File: src/rtl/usb_fifo_rd.sv
// Slave-FIFO read master: polls the chip buffer flag, runs one fixed-length read
// burst and streams each returned word downstream with usb_rd_state as the qualifier.
module usb_fifo_rd #(
  parameter int         BURST_LEN   = 256,
  parameter logic [1:0] SOCKET_ADDR = 2'b00,
  parameter int         FLAG_WAIT   = 3
) (
  input  logic        clk,
  input  logic        rst_n,
  input  logic        en,
  input  logic        flaga,
  input  logic [31:0] fdata,
  output logic        slcs_n,
  output logic        sloe_n,
  output logic        slrd_n,
  output logic [1:0]  fifoadr,
  output logic [31:0] data_out,
  output logic [3:0]  usb_rd_state,
  output logic        burst_done,
  output logic [15:0] burst_cnt
);

  typedef enum logic [3:0] {
    IDLE      = 4'd0,
    WAIT_FLAG = 4'd1,
    CS_SETUP  = 4'd2,
    OE        = 4'd3,
    PRIME1    = 4'd4,
    PRIME2    = 4'd5,
    READ      = 4'd6,
    TURN      = 4'd7
  } state_t;

  localparam logic [10:0] WORD_LAST = 11'(BURST_LEN - 1);
  localparam logic [10:0] RD_STOP   = 11'(BURST_LEN - 2);
  localparam logic [3:0]  TURN_LAST = 4'(FLAG_WAIT - 1);

  state_t      state, state_nx;
  logic        flaga_r;
  logic [31:0] fdata_r;
  logic [10:0] word_cnt, word_nx;
  logic [3:0]  turn_cnt;

  // Downstream handshake: there is no ready; a word is valid on data_out exactly
  // in the cycles where usb_rd_state == READ (6), and each such cycle carries a new word.
  assign usb_rd_state = state;

  // Index of the READ cycle that follows this one (0 when READ is being entered).
  assign word_nx = (state == READ) ? word_cnt + 11'd1 : 11'd0;

  always_ff @(posedge clk) begin
    if (!rst_n) state <= IDLE;
    else        state <= state_nx;
  end

  always_comb begin
    state_nx = state;
    case (state)
      IDLE:      if (en) state_nx = WAIT_FLAG;
      WAIT_FLAG: if (!en) state_nx = IDLE;
                 else if (flaga_r) state_nx = CS_SETUP;
      CS_SETUP:  state_nx = OE;
      OE:        state_nx = PRIME1;
      PRIME1:    state_nx = PRIME2;
      PRIME2:    state_nx = READ;
      READ:      if (word_cnt == WORD_LAST) state_nx = TURN;
      TURN:      if (turn_cnt == TURN_LAST) state_nx = en ? WAIT_FLAG : IDLE;
      default:   state_nx = IDLE;
    endcase
  end

  always_ff @(posedge clk) begin
    if (!rst_n) begin
      flaga_r  <= 1'b0;
      fdata_r  <= '0;
      word_cnt <= '0;
      turn_cnt <= '0;
    end else begin
      flaga_r  <= flaga;
      fdata_r  <= fdata;
      word_cnt <= (state_nx == READ) ? word_nx : 11'd0;
      turn_cnt <= (state == TURN && state_nx == TURN) ? turn_cnt + 4'd1 : 4'd0;
    end
  end

  // Strobes are registered from the next state so they line up with usb_rd_state.
  // The two PRIME strobes plus BURST_LEN-2 READ strobes give BURST_LEN reads in all.
  always_ff @(posedge clk) begin
    if (!rst_n) begin
      slcs_n     <= 1'b1;
      sloe_n     <= 1'b1;
      slrd_n     <= 1'b1;
      fifoadr    <= SOCKET_ADDR;
      data_out   <= '0;
      burst_done <= 1'b0;
      burst_cnt  <= '0;
    end else begin
      slcs_n     <= (state_nx == IDLE) || (state_nx == TURN);
      sloe_n     <= !((state_nx == OE) || (state_nx == PRIME1) ||
                      (state_nx == PRIME2) || (state_nx == READ));
      slrd_n     <= !((state_nx == PRIME1) || (state_nx == PRIME2) ||
                      ((state_nx == READ) && (word_nx < RD_STOP)));
      fifoadr    <= SOCKET_ADDR;
      burst_done <= (state == READ) && (state_nx == TURN);
      if (state_nx == READ) data_out <= fdata_r;
      if ((state == READ) && (state_nx == TURN)) burst_cnt <= burst_cnt + 16'd1;
    end
  end

endmodule

File: config.mk
export PLATFORM = sky130hd
export DESIGN_NAME = usb_fifo_rd
export DESIGN_NICKNAME = d
export VERILOG_FILES = /design/src/rtl/usb_fifo_rd.sv
export SDC_FILE = /design/constraint.sdc
export NUM_CORES = 1
export LEC_CHECK = 0
export CAP_MARGIN = 20
export CORE_AREA = 2 2 115 89
export CTS_CLUSTER_DIAMETER = 120
export CTS_CLUSTER_SIZE = 12
export DETAILED_ROUTE_END_ITERATION = 7
export DIE_AREA = 0 0 117 91
export HOLD_SLACK_MARGIN = 0.15
export PLACE_DENSITY = 0.77
export SYNTH_ARGS = -nofsm -noshare
export SYNTH_HDL_FRONTEND = slang
export SYNTH_SLANG_ARGS = --single-unit
File: constraint.sdc
create_clock -name clk -period 2.15 [get_ports clk]
set_clock_uncertainty 0.1 [all_clocks]
set_input_delay 0.645 -clock clk [delete_from_list [all_inputs] [get_ports clk]]
set_output_delay 0.645 -clock clk [all_outputs]
set_load 0.05 [all_outputs]
==> results.yml, run 1 <==
sta:
  relSlewSlack: 0.564
  finalHoldViolCount: 0
  slew_viol_final: 0
  setup_viol: 0
  worst_pin_slew_ns: 0.637
  fmax_ghz: 0.494
  setup_ws_ns: 0.125
  rsz0062_at_grt: "no"
  min_period_ns: 2.02
  min_period_over_period: 0.942
setup_path:
  rrSetupSlack_ns: 0.13
  path_class: "register to register"
  end_kind: "register"
  crit_fanout: 10
  cp.required_ns: 2.31
  reg2regPathDepth: 5
  crit_arrival_ns: 2.19
  timing.rr.start: "word_cnt[1]$_SDFF_PN0_"
  r2r_end: "burst_cnt[11]$_SDFFE_PN0P_"
  start_kind: "register"
drt:
  wl_um: 11700
  dr_total_vias: 4293
  drt-initial-drc-count: 369
  drc: 0
  via_per_inst: 5.80
  firstDrtPassIters: 5
  final_antenna_net_count: 0
  wire_per_inst_um: 15.8
finish:
  final_area_um2: 6000
  area_growth_pct: 28.5
  nNetsFinal: 643
  multi_input_area_um2: 2380
  drive_gt1_frac: 0.178
  layout_commonest_cell: "dfxtp_1"
  diodes: 0
  mostFrequentLayoutCells: "103 x dfxtp_1, 72 x buf_4, 44 x a21oi_1"
  layout.cells.non_filler: 740
  fillers: 775
  final_core_utilization: 0.631
  regArea_um2: 2080
floorplanning:
  std_cell_rows: 31
  dieArea_um2: 10600
  die_h_um: 91
  io_pins: 94
  core_area_um2: 9500
  start_util: 0.491
  die_w_um: 117
logic_synthesis:
  ys_types: 56
  ys_warn_count: 0
  async_flop_share: 0
  seq_area_frac_synth: 0.446
  synth_top_flop_cell: "dfxtp_1"
  avgSynthCellArea_um2: 9.02
  synthesis.area_um2: 4670
  synth-edff-count: 0
  syn_inst: 517
  ys_ff_latch: 104
place:
  hpwl_um: 7780
  io_buffers: 91
  placed_area_um2: 5680
  place.gp.congestion: 0.827
  post-place-ws_ns: -0.0378
  placed_cells: 724
power_and_ir_drop:
  vdd_drop_max_uv: 405
  p_int_mw: 3.05
  p_per_area_nw_per_um2: 661
  leakagePower_nw: 2.32
  p_seq_frac: 0.506
  comb_power_share: 0.072
  clockPowerShare: 0.422
  p_sw_mw: 0.907
  p_sw_frac: 0.229
hold_path:
  hold_path_class: "register to register"
  worstHoldStart: "turn_cnt[0]$_SDFF_PN0_"
  hold_path_depth: 1
  hold_end: "turn_cnt[0]$_SDFF_PN0_"
global_route:
  overflow: 0
  grt_max_degree: 44
  grtUsageTotal: 0.224
  first_global_vias: 3930
  grt_pass1_wl_um: 19100
  antenna_found_initial: 0
clock_tree:
  clk-insertion-delay-late_ns: 0.34
  clk_pin_slew_worst_paths_ns: 0.07
  ctsHoldBuffers: 0
  clock_path_buffers: 2
  cts_buffers: 9
  cts_tree: "yes"
  clkSinkCount: 104
  root_buffer: "clkbuf_16"
  htreeDepth: 3
  post-cts-setup-buffers: 0
run_status:
  status: "finished clean"
job:
  cap_violations: 0
==> cell usage after synthesis, types with 2 or more instances <==
cell type / n / area, um2
a21oi_1: 44 / 220
a2bb2oi_1: 32 / 280
a311oi_1: 2 / 17.5
a31oi_1: 32 / 200
a41oi_1: 2 / 17.5
and2_1: 37 / 231
and3_1: 3 / 18.8
and4_1: 4 / 35.0
buf_2: 8 / 40.0
buf_4: 3 / 22.5
buf_6: 3 / 33.8
clkbuf_1: 24 / 90.1
clkbuf_2: 3 / 15.0
dfxtp_1: 104 / 2080
ha_1: 4 / 50.1
inv_1: 5 / 18.8
mux2i_1: 8 / 80.1
nand2_1: 21 / 78.8
nand2b_1: 5 / 31.3
nand3_1: 10 / 50.1
nand4_1: 5 / 31.3
nor2_1: 22 / 82.6
nor2b_1: 35 / 219
nor3_1: 4 / 20.0
nor3b_1: 2 / 15.0
nor4_1: 3 / 18.8
o21ai_0: 38 / 190
o31ai_1: 8 / 60.1
or3_1: 3 / 18.8
or4_1: 7 / 52.6
xnor2_1: 5 / 43.8
xor2_1: 7 / 61.3
==> worst max-delay path: stages (launching register included) <==
cell,delay [ns]
dfxtp_1,0.40
ha_1,0.20
and4_2,0.35
nand3_4,0.17
or4_1,0.53
a21oi_1,0.19
==> power groups by stage <==
stage                     combinational [mW]  clock, mW  sequential (mW)
final                                  0.285       1.67             2.00
after global placement                 0.279          0             2.04
after floorplan                        0.111          0             2.09
after detailed placement               0.284          0             2.05
after global routing                   0.305       1.78             2.01
after CTS                              0.285       1.71             2.00
==> per-stage QoR <==
step | TNS (ns) | hold WS, ns | total power, mW
after CTS | 0 | 0.374 | 3.99
after global placement | 0 | 0.344 | 2.32
after floorplan | 0 | 0.330 | 2.20
after global routing | 0 | 0.416 | 4.09
after detailed placement | -0.0614 | 0.357 | 2.33
final | 0 | 0.370 | 3.96
==> state kept, by name (all words and copies together) (netlist names) <==
| name | count |
|---|---|
| slrd_n | 1 |
| fdata_r | 32 |
| burst_done | 1 |
| data_out | 32 |
| turn_cnt | 4 |
| word_cnt | 11 |
| slcs_n | 1 |
| burst_cnt | 16 |
| flaga_r | 1 |
| usb_rd_state | 4 |
| sloe_n | 1 |
==> worst max path at each step <==
stage / from / end / slack [ns] / cells after the start
6_report: word_cnt[1]$_SDFF_PN0_ / burst_cnt[11]$_SDFFE_PN0P_ / 0.13 / 5
5_1_grt: word_cnt[5]$_SDFF_PN0_ / burst_cnt[8]$_SDFFE_PN0P_ / 0.05 / 4
4_1_cts: usb_rd_state[0]$_SDFF_PN0_ / usb_rd_state[0] / 0.06 / 2
3_5_place_dp: en / slcs_n$_SDFF_PN1_ / -0.04 / 5
3_3_place_gp: en / slcs_n$_SDFF_PN1_ / 0.03 / 5
2_1_floorplan: usb_rd_state[2]$_SDFF_PN0_ / burst_cnt[8]$_SDFFE_PN0P_ / 0.12 / 5
==> kinds of logic (layout without fill, tap and decap cells) <==
family	Yosys count	after routing	synth area share
simple gates	173	173	0.224
compound gates	168	168	0.230
flops	104	104	0.446
buf+inv	47	136	0.0480
xor+xnor	12	12	0.0225
mux	8	8	0.0172
fa+ha+maj	4	4	0.0107
other cells	1	3	0.000804
==> layer usage <==
metal	wire, um	part of all wire	global-route usage	up-vias
met2	5620	0.48	0.354	173
li1	-	-	-	2043
met3	728	0.062	0.0447	13
met5	0	0	0	-
met1	5210	0.45	0.312	2064
met4	125	0.011	0.0578	0
==> repair_timing <==
action,CTS,global route
resized for setup,0,2
setup endpoints to repair,0,3
endpoints found under the hold margin,0,0
==> final cells by class <==
cell class,count,area share
well taps,132,0.0275
clock inverters,5,0.0108
flip-flops and latches,104,0.347
multi-input cells,368,0.397
clock buffers,11,0.0405
repair buffers,115,0.174
inverters,5,0.00313
(Power assumes the default switching activity.)
==> run 2: changes to the inputs <==
- CAP_MARGIN: 20 -> unset
- SLEW_MARGIN: unset -> 20
==> results of run 2 <==
Final layout, timing and power as in run 1 (identical DEF).
==> run 3: changes to the inputs <==
- clock period: 2.15 -> 2.1 ns (I/O delays scaled with it)
==> run 3 against run 2 <==
Net effect:
- final area about the same
- sequential share of layout area about the same
- die area unchanged
- utilization about the same
- combinational power up 4%
- total power up 2.0%
- final cell count up 0.41%
- worst hold slack worse by 0.0046 ns
- clock power about the same
- sequential cell count unchanged
- routed wire length up 2.4%
- non-clock buffer count up 3
- critical endpoint is now usb_rd_state[0]
- largest power group unchanged
==> results.yml, run 3 (same netlist as run 1, synthesis figures left out) <==
finish:
  final_area_um2: 6000
  diodes: 0
  area_growth_pct: 28.6
  nNetsFinal: 646
  layout_commonest_cell: "dfxtp_1"
  drive_gt1_frac: 0.178
  mostFrequentLayoutCells: "103 x dfxtp_1, 77 x buf_4, 44 x a21oi_1"
  top_regs: "data_out: 32 flops, fdata_r: 32 flops, burst_cnt: 16 flops"
sta:
  min_period_ns: 2.00
  relSlewSlack: 0.590
  setup_tns_ns: 0
  rsz0062_at_grt: "no"
  setup_viol: 0
  worst_pin_slew_ns: 0.600
  slew_viol_final: 0
  min_period_over_period: 0.950
  finalHoldViolCount: 0
  fmax_ghz: 0.501
global_route:
  grtUsageTotal: 0.229
  grt_pass1_wl_um: 19300
  grt_max_degree: 45
  overflow: 0
  first_global_vias: 3954
  antenna_found_initial: 0
clock_tree:
  clk_pin_slew_worst_paths_ns: 0.07
  cts_tree: "yes"
  htreeDepth: 3
  cts_buffers: 9
  clk-insertion-delay-late_ns: 0.35
  root_buffer: "clkbuf_16"
  clock_path_buffers: 2
  clkSinkCount: 104
  post-cts-setup-buffers: 0
run_status:
  status: "finished clean"
setup_path:
  crit_start: "usb_rd_state[0]$_SDFF_PN0_"
  r2r_end: "data_out[10]$_SDFFE_PN0N_"
  end_kind: "output pin"
  path_class: "register to output pin"
  crit_arrival_ns: 1.27
  start_kind: "register"
  reg2regPathDepth: 7
  crit_path_end: "usb_rd_state[0]"
  timing.rr.start: "word_cnt[1]$_SDFF_PN0_"
  rrSetupSlack_ns: 0.16
  crit_fanout: 23
  cp.required_ns: 1.37
drt:
  firstDrtPassIters: 4
  wl_um: 12000
  drt-initial-drc-count: 412
  dr_total_vias: 4239
  via_per_inst: 5.71
  final_antenna_net_count: 0
  wire_per_inst_um: 16.1
  drc: 0
floorplanning:
  io_pins: 94
  start_util: 0.491
  dieArea_um2: 10600
  std_cell_rows: 31
  core_area_um2: 9500
  die_h_um: 91
  die_w_um: 117
place:
  hpwl_um: 8050
  io_buffers: 91
  placed_area_um2: 5690
  place.gp.congestion: 0.799
power_and_ir_drop:
  leakagePower_nw: 2.34
  vdd_drop_max_uv: 416
  p_per_area_nw_per_um2: 674
job:
  cap_violations: 0
hold_path:
  hold_path_class: "register to register"
==> run 3: cell count changes in the layout (fill, tap and decap cells not counted) <==
cell,before,now
and4_2,1,0
and4_4,0,1
buf_12,7,6
buf_4,72,77
buf_6,1,0
clkbuf_1,1,3
clkbuf_8,1,2
clkinv_4,1,0
clkinvlp_4,2,1
inv_8,1,0
==> run 3: routing by layer <==
layer / vias to the layer above / global-route usage / share of wire
met1: 2061 / 0.314 / 0.46
met2: 118 / 0.359 / 0.48
met5: - / 0 / 0
met4: 0 / 0.0706 / 0.012
li1: 2047 / - / -
met3: 13 / 0.0494 / 0.044
==> run 3: report_power, final <==
group          switching, mW  internal, mW
combinational          0.155         0.141
sequential            0.0311          2.02
clock                  0.702         0.991
==> run 3: through the flow <==
| step | hold slack [ns] | instances | worst slack [ns] | power (mW) | utilization |
|---|---|---|---|---|---|
| 4_1_cts | 0.369 | 743 | 0.0735 | 4.07 | 0.631 |
| 6_report | 0.366 | 743 | 0.105 | 4.04 | 0.631 |
| 5_1_grt | 0.408 | 743 | 0.0145 | 4.17 | 0.631 |
| 3_3_place_gp | 0.342 | 727 | -0.0106 | 2.38 | 0.599 |
| 2_1_floorplan | 0.330 | 519 | 0.0721 | 2.26 | - |
| 3_5_place_dp | 0.355 | 727 | -0.0587 | 2.39 | 0.599 |
==> run 3: timing repair <==
action | 4_1_cts | 5_1_grt
setup endpoints to repair | 0 | 29
endpoints found under the hold margin | 0 | 0
hold buffers | 0 | 0
resized for setup | 0 | 2
==> run 3: worst min-delay path by stage <==
stage                                       from                endpoint  slack [ns]  cells after the start
final                     turn_cnt[0]$_SDFF_PN0_  turn_cnt[0]$_SDFF_PN0_        0.37                      1
after global routing      turn_cnt[0]$_SDFF_PN0_  turn_cnt[0]$_SDFF_PN0_        0.41                      1
after CTS                 turn_cnt[0]$_SDFF_PN0_  turn_cnt[0]$_SDFF_PN0_        0.37                      1
after detailed placement  turn_cnt[0]$_SDFF_PN0_  turn_cnt[0]$_SDFF_PN0_        0.35                      1
after global placement    turn_cnt[0]$_SDFF_PN0_  turn_cnt[0]$_SDFF_PN0_        0.34                      1
after floorplan           turn_cnt[0]$_SDFF_PN0_  turn_cnt[0]$_SDFF_PN0_        0.33                      1
==> run 3: worst max-delay path, cell delays in order, from the launching register on <==
cell,delay (ns)
dfxtp_2,0.43
buf_4,0.30
buf_12,0.18
==> run 3: layout make-up <==
cell class / instances / area (um2)
fill: 775 / 3500
multi-input combinational: 368 / 2380
sequential: 104 / 2080
timing repair buffer: 118 / 1050
clock buffer: 14 / 264
tap: 132 / 165
clock inverter: 2 / 37.5
inverter: 5 / 18.8
